--- config.mk ---
export PLATFORM = sky130hd
export DESIGN_NAME = kernel_seq_ctrl
export DESIGN_NICKNAME = d
export VERILOG_FILES = /design/src/rtl/kernel_pkg.sv /design/src/rtl/kernel_coef_bank.sv /design/src/rtl/kernel_seq_ctrl.sv
export SDC_FILE = /design/constraint.sdc
export NUM_CORES = 1
export LEC_CHECK = 0
export BUFFER_PORTS_ARGS = -buffer_cell sky130_fd_sc_hd__clkbuf_2
export CAP_MARGIN = 20
export CORE_MARGIN = 2
export CORE_UTILIZATION = 50
export CTS_BUF_LIST = sky130_fd_sc_hd__clkbuf_4
export DETAILED_ROUTE_END_ITERATION = 6
export PLACE_DENSITY = 0.77
export SYNTH_ARGS = -nofsm -noshare
export SYNTH_HDL_FRONTEND = slang
export SYNTH_SLANG_ARGS = --single-unit
--- constraint.sdc ---
create_clock -name clk -period 8.2 [get_ports clk]
set_clock_uncertainty 0.05 [all_clocks]
set_input_delay 2.05 -clock clk [delete_from_list [all_inputs] [get_ports clk]]
set_output_delay 2.05 -clock clk [all_outputs]
set_load 0.03 [all_outputs]
--- src/rtl/kernel_pkg.sv ---
// Shared definitions for the 3x3 kernel sequencer: mux select codes, tap
// ordering, FSM states and default datapath widths.
package kernel_pkg;

    localparam int DW_DEF = 4;
    localparam int CW_DEF = 4;
    localparam int AW_DEF = 10;

    localparam int         N_TAPS   = 9;
    localparam logic [3:0] LAST_IDX = 4'd8;

    localparam logic [3:0] SEL_NONE = 4'b0000;
    localparam logic [3:0] SEL_TL   = 4'b0001;
    localparam logic [3:0] SEL_TR   = 4'b0010;
    localparam logic [3:0] SEL_BL   = 4'b0011;
    localparam logic [3:0] SEL_BR   = 4'b0100;
    localparam logic [3:0] SEL_R    = 4'b0101;
    localparam logic [3:0] SEL_L    = 4'b0110;
    localparam logic [3:0] SEL_T    = 4'b0111;
    localparam logic [3:0] SEL_B    = 4'b1000;
    localparam logic [3:0] SEL_C    = 4'b1111;

    typedef enum logic [1:0] {
        ST_IDLE,
        ST_RUN,
        ST_DONE
    } state_t;

    // Tap index order matches the coefficient address map.
    function automatic logic [3:0] idx_to_sel(input logic [3:0] idx);
        case (idx)
            4'd0:    return SEL_TL;
            4'd1:    return SEL_TR;
            4'd2:    return SEL_BL;
            4'd3:    return SEL_BR;
            4'd4:    return SEL_R;
            4'd5:    return SEL_L;
            4'd6:    return SEL_T;
            4'd7:    return SEL_B;
            4'd8:    return SEL_C;
            default: return SEL_NONE;
        endcase
    endfunction

endpackage

--- src/rtl/kernel_coef_bank.sv ---
// Nine signed coefficients with a guarded write port and combinational read.
// A write landing on the same edge a window starts is shadowed for that window.
module kernel_coef_bank
    import kernel_pkg::*;
#(
    parameter int CW = CW_DEF
) (
    input  logic                 clk,
    input  logic                 rst_n,
    input  logic                 wr_en,
    input  logic [3:0]           wr_addr,
    input  logic [CW-1:0]        wr_data,
    input  logic                 snap,
    input  logic                 win_end,
    input  logic [3:0]           rd_idx,
    output logic signed [CW-1:0] rd_coef
);

    logic signed [CW-1:0] coef_q [N_TAPS];
    logic signed [CW-1:0] coef_d [N_TAPS];
    logic                 ovr_valid_q, ovr_valid_d;
    logic [3:0]           ovr_idx_q, ovr_idx_d;
    logic signed [CW-1:0] ovr_coef_q, ovr_coef_d;
    logic                 wr_ok;

    assign wr_ok = wr_en && (wr_addr <= LAST_IDX);

    always_comb begin
        coef_d      = coef_q;
        ovr_valid_d = ovr_valid_q;
        ovr_idx_d   = ovr_idx_q;
        ovr_coef_d  = ovr_coef_q;
        if (wr_ok) begin
            coef_d[wr_addr] = wr_data;
        end
        if (win_end) begin
            ovr_valid_d = 1'b0;
        end
        // Keep the pre-write value so the window starting now still sees it.
        if (snap && wr_ok) begin
            ovr_valid_d = 1'b1;
            ovr_idx_d   = wr_addr;
            ovr_coef_d  = coef_q[wr_addr];
        end
    end

    always_ff @(posedge clk) begin
        if (!rst_n) begin
            for (int i = 0; i < N_TAPS; i++) begin
                coef_q[i] <= '0;
            end
            ovr_valid_q <= 1'b0;
            ovr_idx_q   <= '0;
            ovr_coef_q  <= '0;
        end else begin
            coef_q      <= coef_d;
            ovr_valid_q <= ovr_valid_d;
            ovr_idx_q   <= ovr_idx_d;
            ovr_coef_q  <= ovr_coef_d;
        end
    end

    always_comb begin
        rd_coef = '0;
        if (rd_idx <= LAST_IDX) begin
            if (ovr_valid_q && (rd_idx == ovr_idx_q)) begin
                rd_coef = ovr_coef_q;
            end else begin
                rd_coef = coef_q[rd_idx];
            end
        end
    end

endmodule

--- src/rtl/kernel_seq_ctrl.sv ---
// Walks the 3x3 neighbourhood mux through nine taps, multiply-accumulates each
// sample with its coefficient and offers one result per window on valid/ready.
module kernel_seq_ctrl
    import kernel_pkg::*;
#(
    parameter int DW = DW_DEF,
    parameter int CW = CW_DEF,
    parameter int AW = AW_DEF
) (
    input  logic          clk,
    input  logic          rst_n,
    input  logic          start,
    output logic          busy,
    output logic [3:0]    sel,
    input  logic [DW-1:0] k_d,
    input  logic          cfg_we,
    input  logic [3:0]    cfg_addr,
    input  logic [CW-1:0] cfg_data,
    output logic          out_valid,
    input  logic          out_ready,
    output logic [AW-1:0] out_data
);

    state_t               state_q, state_d;
    logic [3:0]           idx_q, idx_d;
    logic [3:0]           sel_q, sel_d;
    logic [AW-1:0]        acc_q, acc_d;
    logic [AW-1:0]        out_data_q, out_data_d;

    logic                 start_acc;
    logic                 handshake;
    logic signed [CW-1:0] coef;
    logic signed [CW+DW:0] k_ext, c_ext, prod;
    logic [AW-1:0]        prod_ext;
    logic [AW-1:0]        acc_sum;

    assign start_acc = (state_q == ST_IDLE) && start;
    assign handshake = (state_q == ST_DONE) && out_ready;

    kernel_coef_bank #(
        .CW (CW)
    ) u_coef_bank (
        .clk     (clk),
        .rst_n   (rst_n),
        .wr_en   (cfg_we && (state_q == ST_IDLE)),
        .wr_addr (cfg_addr),
        .wr_data (cfg_data),
        .snap    (start_acc),
        .win_end (handshake),
        .rd_idx  (idx_q),
        .rd_coef (coef)
    );

    // Sample is unsigned, so it gets a zero top bit before the signed multiply.
    assign k_ext    = signed'({{(CW + 1){1'b0}}, k_d});
    assign c_ext    = {{(DW + 1){coef[CW-1]}}, coef};
    assign prod     = k_ext * c_ext;
    assign prod_ext = {{(AW - CW - DW - 1){prod[CW+DW]}}, prod};
    assign acc_sum  = acc_q + prod_ext;

    always_ff @(posedge clk) begin
        if (!rst_n) begin
            state_q    <= ST_IDLE;
            idx_q      <= '0;
            sel_q      <= SEL_NONE;
            acc_q      <= '0;
            out_data_q <= '0;
        end else begin
            state_q    <= state_d;
            idx_q      <= idx_d;
            sel_q      <= sel_d;
            acc_q      <= acc_d;
            out_data_q <= out_data_d;
        end
    end

    always_comb begin
        state_d    = state_q;
        idx_d      = idx_q;
        acc_d      = acc_q;
        out_data_d = out_data_q;
        sel_d      = SEL_NONE;
        case (state_q)
            ST_IDLE: begin
                if (start) begin
                    state_d = ST_RUN;
                    idx_d   = '0;
                    acc_d   = '0;
                    sel_d   = idx_to_sel(4'd0);
                end
            end
            ST_RUN: begin
                acc_d = acc_sum;
                if (idx_q == LAST_IDX) begin
                    state_d    = ST_DONE;
                    out_data_d = acc_sum;
                end else begin
                    idx_d = idx_q + 4'd1;
                    sel_d = idx_to_sel(idx_q + 4'd1);
                end
            end
            ST_DONE: begin
                if (out_ready) begin
                    if (start) begin
                        state_d = ST_RUN;
                        idx_d   = '0;
                        acc_d   = '0;
                        sel_d   = idx_to_sel(4'd0);
                    end else begin
                        state_d = ST_IDLE;
                    end
                end
            end
            default: begin
                state_d = ST_IDLE;
            end
        endcase
    end

    always_comb begin
        busy      = (state_q != ST_IDLE);
        out_valid = (state_q == ST_DONE);
        sel       = sel_q;
        out_data  = out_data_q;
    end

endmodule

# Word level (Yosys, flattened, before mapping)
# Memories as Yosys holds them, arrays and structs flattened.
# Index checks and enable logic that the tools add are counted.
dict set report word_totals {
  elab_cells 80
  rom_bits 64
  n_memories 1
  register_bits 75
}
dict set report classes {
  reduce_logical 15
  n_addsub 2
  n_mul 1
  bitwise 2
  magnitude_cmp 5
  n_mux 29
  eq_ne 8
}
# name depth width rd rd_ports_with_merged_regs wr line
set memory_table {}
lappend memory_table {{(no name shown)} 16 4 1 0 0 kernel_pkg.sv:31} ;# case (idx)
# operator count
set ops {}
lappend ops {{$mux W4} 12}
lappend ops {{$bwmux W36} 1}
lappend ops {{$bmux W4 S4} 2}
lappend ops {{$pmux W10 S3} 1}
lappend ops {{$pmux W4 S3} 2}
lappend ops {{$mux W10} 2}
lappend ops {{$demux W4 S4} 1}
lappend ops {{$add A10 B10 Y10} 1}
lappend ops {{$ge A5 B5 Y1 const B} 2}
lappend ops {{$not A4 Y5} 2}
lappend ops {{$mul A5 B4 Y9} 1}
lappend ops {{$le A4 B4 Y1 const B} 2}
lappend ops {{$logic_and A1 B1 Y1} 7}
lappend ops {{$mux W2} 3}
lappend ops {{$ne A2 B2 Y1 const B} 3}
lappend ops {{$pmux W2 S3} 1}
lappend ops {{$reduce_and A3 Y1} 2}
lappend ops {{$lt A5 B1 Y1 const B} 1}
lappend ops {{$add A4 B1 Y4 const B} 1}
lappend ops {{$eq A4 B4 Y1} 1}
lappend ops {{$eq A4 B4 Y1 const B} 1}
lappend ops {{$mux W1} 4}
lappend ops {{$reduce_and A2 Y1} 2}
lappend ops {{$reduce_bool A2 Y1} 2}
lappend ops {{other kinds (5)} 5}

# Depth between registers and ports, before layout
# Gate-level depths: netlist of run 1.
dict set report logic_depth {
  ltp_word 9
  ltp_mapped 24
  mapped_depth_nobuf 22
}

# By module
# A second synthesis of run 1 with hierarchy kept.
dict set report hier_totals {
  cells_unflattened 520
  hier_area_um2 4835.9
}
# module instances cells_each seq_area_each_um2 area_per_inst_um2
set by_module_without_submodules {}
lappend by_module_without_submodules {kernel_coef_bank 1 251 900.9 2621.3}
lappend by_module_without_submodules {kernel_seq_ctrl 1 269 600.6 2214.6}

# Worst setup path after synthesis of run 1
# OpenSTA, ideal clock, no wires.
dict set report synth_timing {
  path_kind {input to register}
  from {input port k_d[0]}
  to {register acc_q[9]}
  required_ns 8.028
  arrival_time_ns 6.107
  cell_stages 16
  setup_slack_ns 1.921
  n_path_buf 0
  path_cell_list {or2_1 > fa_1 > fa_1 > inv_1 > fa_1 > ha_1 > fa_1 > a21o_1 > a21oi_1 > xnor2_1 > ha_1 > nand4_1 > a21oi_1 > or3_4 > and3_1 > a311o_1}
}
dict set report synth_via {
  elab_chain_cells 3
}
# item line
set synth_lines {}
lappend synth_lines {{start: declaration} kernel_seq_ctrl.sv:15} ;# input logic [DW-1:0] k_d,
lappend synth_lines {{$mul A5 B4 Y9} kernel_seq_ctrl.sv:57} ;# assign prod = k_ext * c_ext;
lappend synth_lines {{$add A10 B10 Y10} kernel_seq_ctrl.sv:59} ;# assign acc_sum = acc_q + prod_ext;
lappend synth_lines {{$pmux W10 S3} kernel_seq_ctrl.sv:83} ;# case (state_q)
lappend synth_lines {{end signal: assignment} kernel_seq_ctrl.sv:66} ;# acc_q <= '0;
lappend synth_lines {{end signal: assignment} kernel_seq_ctrl.sv:72} ;# acc_q <= acc_d;
lappend synth_lines {{end: declaration} kernel_seq_ctrl.sv:27} ;# logic [AW-1:0] acc_q, acc_d;
# No other way between the ends.
# A chain may end at the register's enable or synchronous reset.

# Worst setup path after layout of run 1
dict set report layout_timing {
  from {register idx_q[1]}
  to {register acc_q[9]}
}
dict set report layout_via {
  elab_chain_cells 9
  elab_cells_between_ends 12
  cone_classes {1 x add/sub; 1 x mul; 1 x order compare; 1 x eq/ne; 6 x mux; 1 x bitwise; 1 x reduce/logical}
}
# item line
set layout_lines {}
lappend layout_lines {{start: declaration} kernel_seq_ctrl.sv:25} ;# logic [3:0] idx_q, idx_d;
lappend layout_lines {{start signal: assignment} kernel_seq_ctrl.sv:70} ;# idx_q <= idx_d;
lappend layout_lines {{$not A4 Y5 (implied by the code)} kernel_coef_bank.sv:69} ;# rd_coef = coef_q[rd_idx];
lappend layout_lines {{$bmux W4 S4} kernel_coef_bank.sv:69}
lappend layout_lines {{$mux W4 (implied by the code) (2 in a row)} kernel_coef_bank.sv:69}
lappend layout_lines {{$mux W4} kernel_coef_bank.sv:66} ;# if (ovr_valid_q && (rd_idx == ovr_idx_q)) begin
lappend layout_lines {{$mux W4 (*)} kernel_coef_bank.sv:65} ;# if (rd_idx <= LAST_IDX) begin
lappend layout_lines {{$mul A5 B4 Y9 (*)} kernel_seq_ctrl.sv:57}
lappend layout_lines {{$add A10 B10 Y10 (*)} kernel_seq_ctrl.sv:59}
lappend layout_lines {{$pmux W10 S3 (*)} kernel_seq_ctrl.sv:83}
# Every way passes the cells marked *; elsewhere a longest branch is shown, timed or not. The select of a mux whose other input is x is not followed.

==> qor.yml, run 1 <==
die:
  core_um2: 9280
  start_util_pct: 51.8
  pin_count: 33
  die_y_um: 102
  num_rows: 35
  die_area_um2: 10400
  die_w_um: 102
cells_and_area:
  layout-drive-gt1-share_pct: 15.2
  area_delta_synth_final_pct: 6.95
  mostFrequentLayoutCell: "dfxtp_1"
  fillers: 854
  final_cell_area_um2: 5140
  num_antenna_cells: 0
  nets: 584
  final_cell_mix: "dfxtp_1, nand2_1, nor2b_1, mux2i_1, clkbuf_2"
drt:
  drt_iter0_drc: 179
  drc: 0
  wirelength_mm: 10.4
  wl_per_cell_um: 15.6
  viasPerCell: 5.54
  drt-pass1-iter-count: 4
  vias: 3671
  postRouteAntennaNets: 0
synth:
  ys_async_sr_fraction_pct: 0
  synth-compound-area-share_pct: 12.7
  yosys.area_share.simple_pct: 21.6
  syn_area_per_cell_um2: 9.39
  yosysSeqAreaShare_pct: 31.2
  syn_inst: 512
  synth_fa_ha_area_share_pct: 10.6
  synthMuxAreaShare_pct: 17.0
  synth-xor-area-share_pct: 2.19
  ys.flop_type: "dfxtp_1"
  synth_nets: 566
  syn_area_um2: 4810
  synth-seq-cells: 75
  ys_warn_count: 0
  synth_cell_type_count: 57
  synth_top_family_by_area: "simple AND/OR/NAND/NOR gates"
  synth_edf_count: 0
placed_design:
  port_buffers: 32
  gp_congestion: 0.873
  place_area_um2: 5000
  dpl.hpwl_mm: 7.64
  pre_cts_slack_ns: 1.58
hold_path:
  hp-class: "reg -> reg"
global_routing:
  grt_max_degree: 81
  grt_pass1_wl_mm: 17.5
  grt_usage_pct: 21.1
  grt_pass1_vias: 3671
  antenna_found_initial: 0
  grt.overflow.total: 0
setup_path:
  required_ns: 8.45
  worst_setup_path_end_kind: "flop"
  crit_path_start_kind: "flop"
  criticalPathCategory: "reg -> reg"
  critPathArrivalTime_ns: 6.68
  path_max_fanout: 16
pwr:
  p_int_uw: 490
  total_power_uw: 675
  clkPwrFrac_pct: 33.8
  pwr-share-comb_pct: 10.8
  p_sw_share_pct: 27.4
  p_switching_uw: 185
  leakage_nw: 2.20
  seq_power_share_pct: 55.4
  power_density_nw_per_um2: 131
  peakVddDrop_v: 0.0000887
run_status:
  status: "completed"
run:
  timing.max_cap.violations: 0
cts:
  post_cts_resized: 0
  clock_path_buffers: 2
  path_clk_slew_ns: 0.15
  cts_hold_buf: 0
  cts_sinks: 75
  root_buffer: "clkbuf_4"
  cts_setup_buffers: 0
  htree_num_levels: 3
  cts_made_buffers: 9
  clk_latency_ns: 0.41
  cts_tree: "yes"
sta:
  fin_tns_setup_ns: 0
  post-route-period-util_pct: 78.4
  relSlewSlack_pct: 39.7
  holdWs_ns: 0.414
  rsz0062_at_grt: "no"
  worst_pin_slew_ns: 0.902
  post-route-min-period_ns: 6.43
  hold_viol: 0
  finalSetupViolCount: 0
  slew_viol_final: 0
  worst_slack_ns: 1.77
  fmax_ghz: 0.156
## power groups by stage
stage	combinational [mW]	clock (mW)	sequential (mW)
floorplan	0.0577	0	0.381
global placement	0.0712	0	0.382
detailed placement	0.0729	0	0.382
CTS	0.0730	0.234	0.374
global route	0.0807	0.251	0.375
finish	0.0729	0.228	0.374
## kinds of logic after synthesis
logic type / after synthesis
buf+inv: 50
xor+xnor: 12
compound gates: 92
fa+ha+maj: 37
flops: 75
mux: 61
simple gates: 185
## routing by layer
layer | up-vias | GRT usage, % | wire, µm
met5 | - | 0 | 0
met3 | 18 | 3.69 | 335
li1 | 1834 | - | -
met1 | 1746 | 27.9 | 4730
met2 | 73 | 34.6 | 5050
met4 | 0 | 8.31 | 247
## through the flow
stage | utilization (%) | instances
2_1_floorplan | - | 512
3_3_place_gp | 53.9 | 647
3_5_place_dp | 53.9 | 647
4_1_cts | 55.3 | 662
5_1_grt | 55.4 | 663
6_report | 55.4 | 663
## cells in the mapped netlist (2+ instances only)
library cell   n  area share [%]
dfxtp_1       75              31
nand2_1       52             4.1
nor2b_1       45             5.9
mux2i_1       42             8.7
ha_1          31             8.1
nor2_1        25             2.0
nand3_1       24             2.5
inv_1         21             1.6
o21ai_1       21             2.2
a21boi_1      18             2.8
a21oi_1       18             1.9
clkbuf_1      17             1.3
mux4_2        16             7.5
and2_1         8             1.0
xor2_1         7             1.3
buf_2          6            0.62
fa_1           6             2.5
a21o_1         5            0.78
a22oi_1        5            0.78
xnor2_1        5            0.91
o211ai_1       4            0.62
o21ai_0        4            0.42
o311ai_1       4            0.73
or2_1          4            0.52
and3_1         3            0.39
buf_6          3            0.70
nand3b_1       3            0.47
o21a_1         3            0.47
buf_4          2            0.31
mux2_2         2            0.47
nand2b_1       2            0.26
nor3b_1        2            0.31
nor3b_4        2            0.78
nor4_4         2            0.88
or3_1          2            0.26
or3b_1         2            0.36
## state kept, by name, indices dropped and copies added, names as in the netlist
register                 flops
out_data                    10
sel                          4
u_coef_bank.coef_q          36
idx_q                        4
state_q                      2
acc_q                       10
u_coef_bank.ovr_coef_q       4
u_coef_bank.ovr_valid_q      1
u_coef_bank.ovr_idx_q        4
## layout make-up
cell class                      instances  area [µm²]  share of cell area, %
Multi-Input combinational cell        387        3080                   59.9
Inverter                               22        82.6                   1.61
Clock inverter                          6        65.1                   1.27
Sequential cell                        75        1500                   29.2
Clock buffer                            9        67.6                   1.31
Timing Repair Buffer                   35         183                   3.55
Tap cell                              129         161                   3.14
## path summary, 6_finish.rpt
| kind | from | end | slack [ns] | cells past startpoint |
|---|---|---|---|---|
| max | idx_q[1]$_SDFFE_PN0P_ | acc_q[9]$_SDFFE_PN0P_ | 1.77 | 21 |
| min | out_data[5]$_SDFFE_PN0P_ | out_data[5]$_SDFFE_PN0P_ | 0.41 | 2 |
| max reg2reg | idx_q[1]$_SDFFE_PN0P_ | acc_q[9]$_SDFFE_PN0P_ | 1.77 | 21 |
| min reg2reg | out_data[5]$_SDFFE_PN0P_ | out_data[5]$_SDFFE_PN0P_ | 0.41 | 2 |
## critical path, stage by stage (launching register included)
cell and delay, ns:
dfxtp_1 0.88, xnor2_1 0.19, nand2_1 0.11, nor4_4 0.42, mux2_4 0.28, nand2_4 0.07
or2_1 0.27, fa_1 0.52, fa_1 0.56, inv_1 0.06, fa_1 0.46, ha_1 0.26
fa_1 0.41, a21o_1 0.19, a21oi_1 0.17, xnor2_1 0.14, ha_1 0.30, nand4_1 0.09
a21oi_1 0.06, or3_4 0.40, and3_1 0.16, a311o_1 0.26
(Power assumes the default switching activity.)
==> run 2: changes to the inputs <==
--- a/config.mk
+++ b/config.mk
@@ -5,13 +5,14 @@
 export SDC_FILE = /design/constraint.sdc
 export NUM_CORES = 1
 export LEC_CHECK = 0
+export ABC_AREA = 1
 export BUFFER_PORTS_ARGS = -buffer_cell sky130_fd_sc_hd__clkbuf_2
 export CAP_MARGIN = 20
 export CORE_MARGIN = 2
 export CORE_UTILIZATION = 50
 export CTS_BUF_LIST = sky130_fd_sc_hd__clkbuf_4
 export DETAILED_ROUTE_END_ITERATION = 6
-export PLACE_DENSITY = 0.77
+export PLACE_DENSITY = 0.8
 export SYNTH_ARGS = -nofsm -noshare
 export SYNTH_HDL_FRONTEND = slang
 export SYNTH_SLANG_ARGS = --single-unit
==> constraint.sdc (replaced) <==
create_clock -name clk -period 5.91 [get_ports clk]
set_clock_uncertainty 0.05 [all_clocks]
set_input_delay 1.4775 -clock clk [delete_from_list [all_inputs] [get_ports clk]]
set_output_delay 1.4775 -clock clk [all_outputs]
set_load 0.03 [all_outputs]
==> run 2 against run 1 <==
  * Non-clock buffer count did not move
  * Wire length rose by 7.7%
  * Maximum frequency is 18% higher
  * Sequential power rose by 43%
  * Via count up 20%
  * Clock power grew 39%
  * Combinational power grew to 3.9 times the previous value
  * Setup slack got worse by 1.3 ns
  * Die area decreased by 5.4%
  * Critical endpoint is now out_data[9]$_SDFFE_PN0P_
  * Largest power group unchanged
  * Highest routed layer unchanged
==> qor.yml, run 2 <==
run_status:
  status: "completed"
global_routing:
  grt_pass1_vias: 4010  # +9.2%
  grt.overflow.total: 0  # unchanged
  grt_usage_pct: 23.8  # +2.7 points
  grt_pass1_wl_mm: 19.0  # +8.7%
  antenna_found_initial: 0  # unchanged
  grt_max_degree: 52  # -36%
die:
  die_area_um2: 9850  # -5.4%
  pin_count: 33  # unchanged
  die_y_um: 99.3  # -2.7%
  num_rows: 34  # -2.9%
  start_util_pct: 51.8  # about the same
  core_um2: 8760  # -5.6%
  die_w_um: 99.3  # -2.7%
sta:
  fin_tns_setup_ns: 0  # unchanged
  worst_pin_slew_ns: 0.811  # -0.0908 ns
  slew_viol_final: 0  # unchanged
  finalSetupViolCount: 0  # unchanged
  post-route-min-period_ns: 5.46  # -0.969 ns
  rsz0062_at_grt: "no"
  hold_viol: 0  # unchanged
  post-route-period-util_pct: 92.4  # +14 points
  fmax_ghz: 0.183  # +18%
  relSlewSlack_pct: 45.9  # +6.3 points
cells_and_area:
  area_delta_synth_final_pct: 7.86
  nets: 743  # +27%
  num_antenna_cells: 0  # unchanged
  layout-drive-gt1-share_pct: 10.2  # -4.9 points
  largest_reg_flops: 36  # unchanged
  final_cell_mix: "nor2_1, nand2_1, inv_1, dfxtp_1, o21ai_0"
  final_util_pct: 55.9  # +0.46 points
  fillers: 834  # -2.3%
  largest_register: "u_coef_bank.coef_q"
  mostFrequentLayoutCell: "nor2_1"
drt:
  drt-pass1-iter-count: 5  # +1
  viasPerCell: 5.51  # -0.48%
  vias: 4414  # +20%
  postRouteAntennaNets: 0  # unchanged
  drt_iter0_drc: 254  # +42%
  wl_per_cell_um: 13.9  # -11%
  drc: 0  # unchanged
  wirelength_mm: 11.2  # +7.7%
synth:
  yosysSeqAreaShare_pct: 33.1  # +1.9 points
  ys_async_sr_fraction_pct: 0  # unchanged
  synth_nets: 716  # +27%
  syn_area_um2: 4540  # -5.6%
  yosysTopAreaCell: "dfxtp_1"
  synth_cell_type_count: 37  # -35%
  yosysMostFrequentCell: "nor2_1"
  synth-seq-cells: 75  # unchanged
  ys.flop_type: "dfxtp_1"
  synth_common_cells: "nor2_1, nand2_1, inv_1"
  syn_area_per_cell_um2: 6.86  # -27%
  ys_warn_count: 0  # unchanged
  syn_inst: 662  # +29%
  synth_area_leaders: "dfxtp_1, nor2_1, nand2_1"
  synth_edf_count: 0  # unchanged
  netlist.area_leader.share_pct: 33.1  # +1.9 points
setup_path:
  cp_slowest_cell: "fa_1"
  worst_setup_path_end_kind: "flop"
  crit_family: "adder cells"
  required_ns: 6.21  # -2.24 ns
  criticalPathCategory: "reg -> reg"
  cpPeakStageDelay_ns: 0.55  # -0.33 ns
  crit_path_start_kind: "flop"
  path_max_fanout: 12  # -4
  worst-path-buf-inv: 4  # +3
  crit_top_cell: "nand2_1"
  critPathArrivalTime_ns: 5.77  # -0.91 ns
hold_path:
  hp-class: "reg -> reg"
cts:
  root_buffer: "clkbuf_4"
  cts_hold_buf: 0  # unchanged
  clock_path_buffers: 2  # unchanged
  clk_latency_ns: 0.44  # +0.03 ns
  cts_setup_buffers: 0  # unchanged
  cts_tree: "yes"
  htree_num_levels: 3  # unchanged
  cts_made_buffers: 9  # unchanged
  cts_sinks: 75  # unchanged
  path_clk_slew_ns: 0.13  # -0.02 ns
run:
  timing.max_cap.violations: 0  # unchanged
placed_design:
  gp_congestion: 0.947  # +8.5%
  dpl.hpwl_mm: 8.37  # +9.6%
  port_buffers: 32  # unchanged
pwr:
  leakage_nw: 2.28  # +3.9%
  power_density_nw_per_um2: 232  # +76%
  total_power_mw: 1.13  # +68%
  peakVddDrop_v: 0.000120  # +35%
[run 2: worst reg2reg max path, delay by kind of cell, from the launching register on]
| family | cells | cell delay (ns) |
|---|---|---|
| compound gates | 1 | 0.11 |
| xor+xnor | 1 | 0.14 |
| fa+ha+maj | 6 | 2.53 |
| buf+inv | 4 | 0.49 |
| flops | 1 | 0.33 |
| simple gates | 15 | 1.72 |
[run 2: path summary, 6_finish.rpt]
check	startpoint	slack [ns]	to	depth (start not counted)
max	idx_q[1]$_SDFFE_PN0P_	0.45	out_data[9]$_SDFFE_PN0P_	27
min	u_coef_bank.coef_q[2]$_SDFFE_PN0P_	0.43	u_coef_bank.coef_q[2]$_SDFFE_PN0P_	2
max reg2reg	idx_q[1]$_SDFFE_PN0P_	0.45	out_data[9]$_SDFFE_PN0P_	27
min reg2reg	u_coef_bank.coef_q[2]$_SDFFE_PN0P_	0.43	u_coef_bank.coef_q[2]$_SDFFE_PN0P_	2
[run 2: stage by stage]
stage / cell area, µm² / std cells / setup slack [ns] / hold slack, ns
after detailed placement: 4760 / 786 / 0.342 / 0.416
after floorplan: 4540 / 662 / 0.702 / 0.389
after global placement: 4760 / 786 / 0.441 / 0.405
after global routing: 4890 / 801 / 0.00730 / 0.450
after CTS: 4890 / 801 / 0.391 / 0.425
final: 4890 / 801 / 0.449 / 0.428
[run 2: cells by family after synthesis]
kind of cell | Yosys count | synth area share, %
and+or+nand+nor | 285 | 26.2
buffers and inverters | 103 | 9.04
adders and majority gates | 37 | 11.2
xor gates and xnor gates | 8 | 1.54
DFF | 75 | 33.1
AOI/OAI and AO/OA | 154 | 18.9
[run 2: repair_timing]
action	4_1_cts	5_1_grt
endpoints found under the setup margin	0	5
gates resized for setup	0	1
endpoints found under the hold margin	0	0
[run 2: metal layers]
layer	global-route usage (%)	vias to the layer above	share of wire, %
li1	-	2232	-
met1	34.2	2001	47
met4	7.38	0	1.9
met5	0	-	0
met3	4.85	20	7.1
met2	36.2	161	44
[run 2: cell type report]
type                            instances  area (µm²)  area share (%)
Clock buffer                            9        67.6            1.38
Tap cell                              108         135            2.76
Clock inverter                          6        65.1            1.33
Timing Repair Buffer                   35         183            3.73
Sequential cell                        75        1500            30.7
Inverter                               84         315            6.44
Multi-Input combinational cell        484        2630            53.7
[run 2: power breakdown]
part,internal [mW],switching [mW]
Clock,0.128,0.190
Sequential,0.522,0.0127
Combinational,0.0996,0.182
Total,0.750,0.384
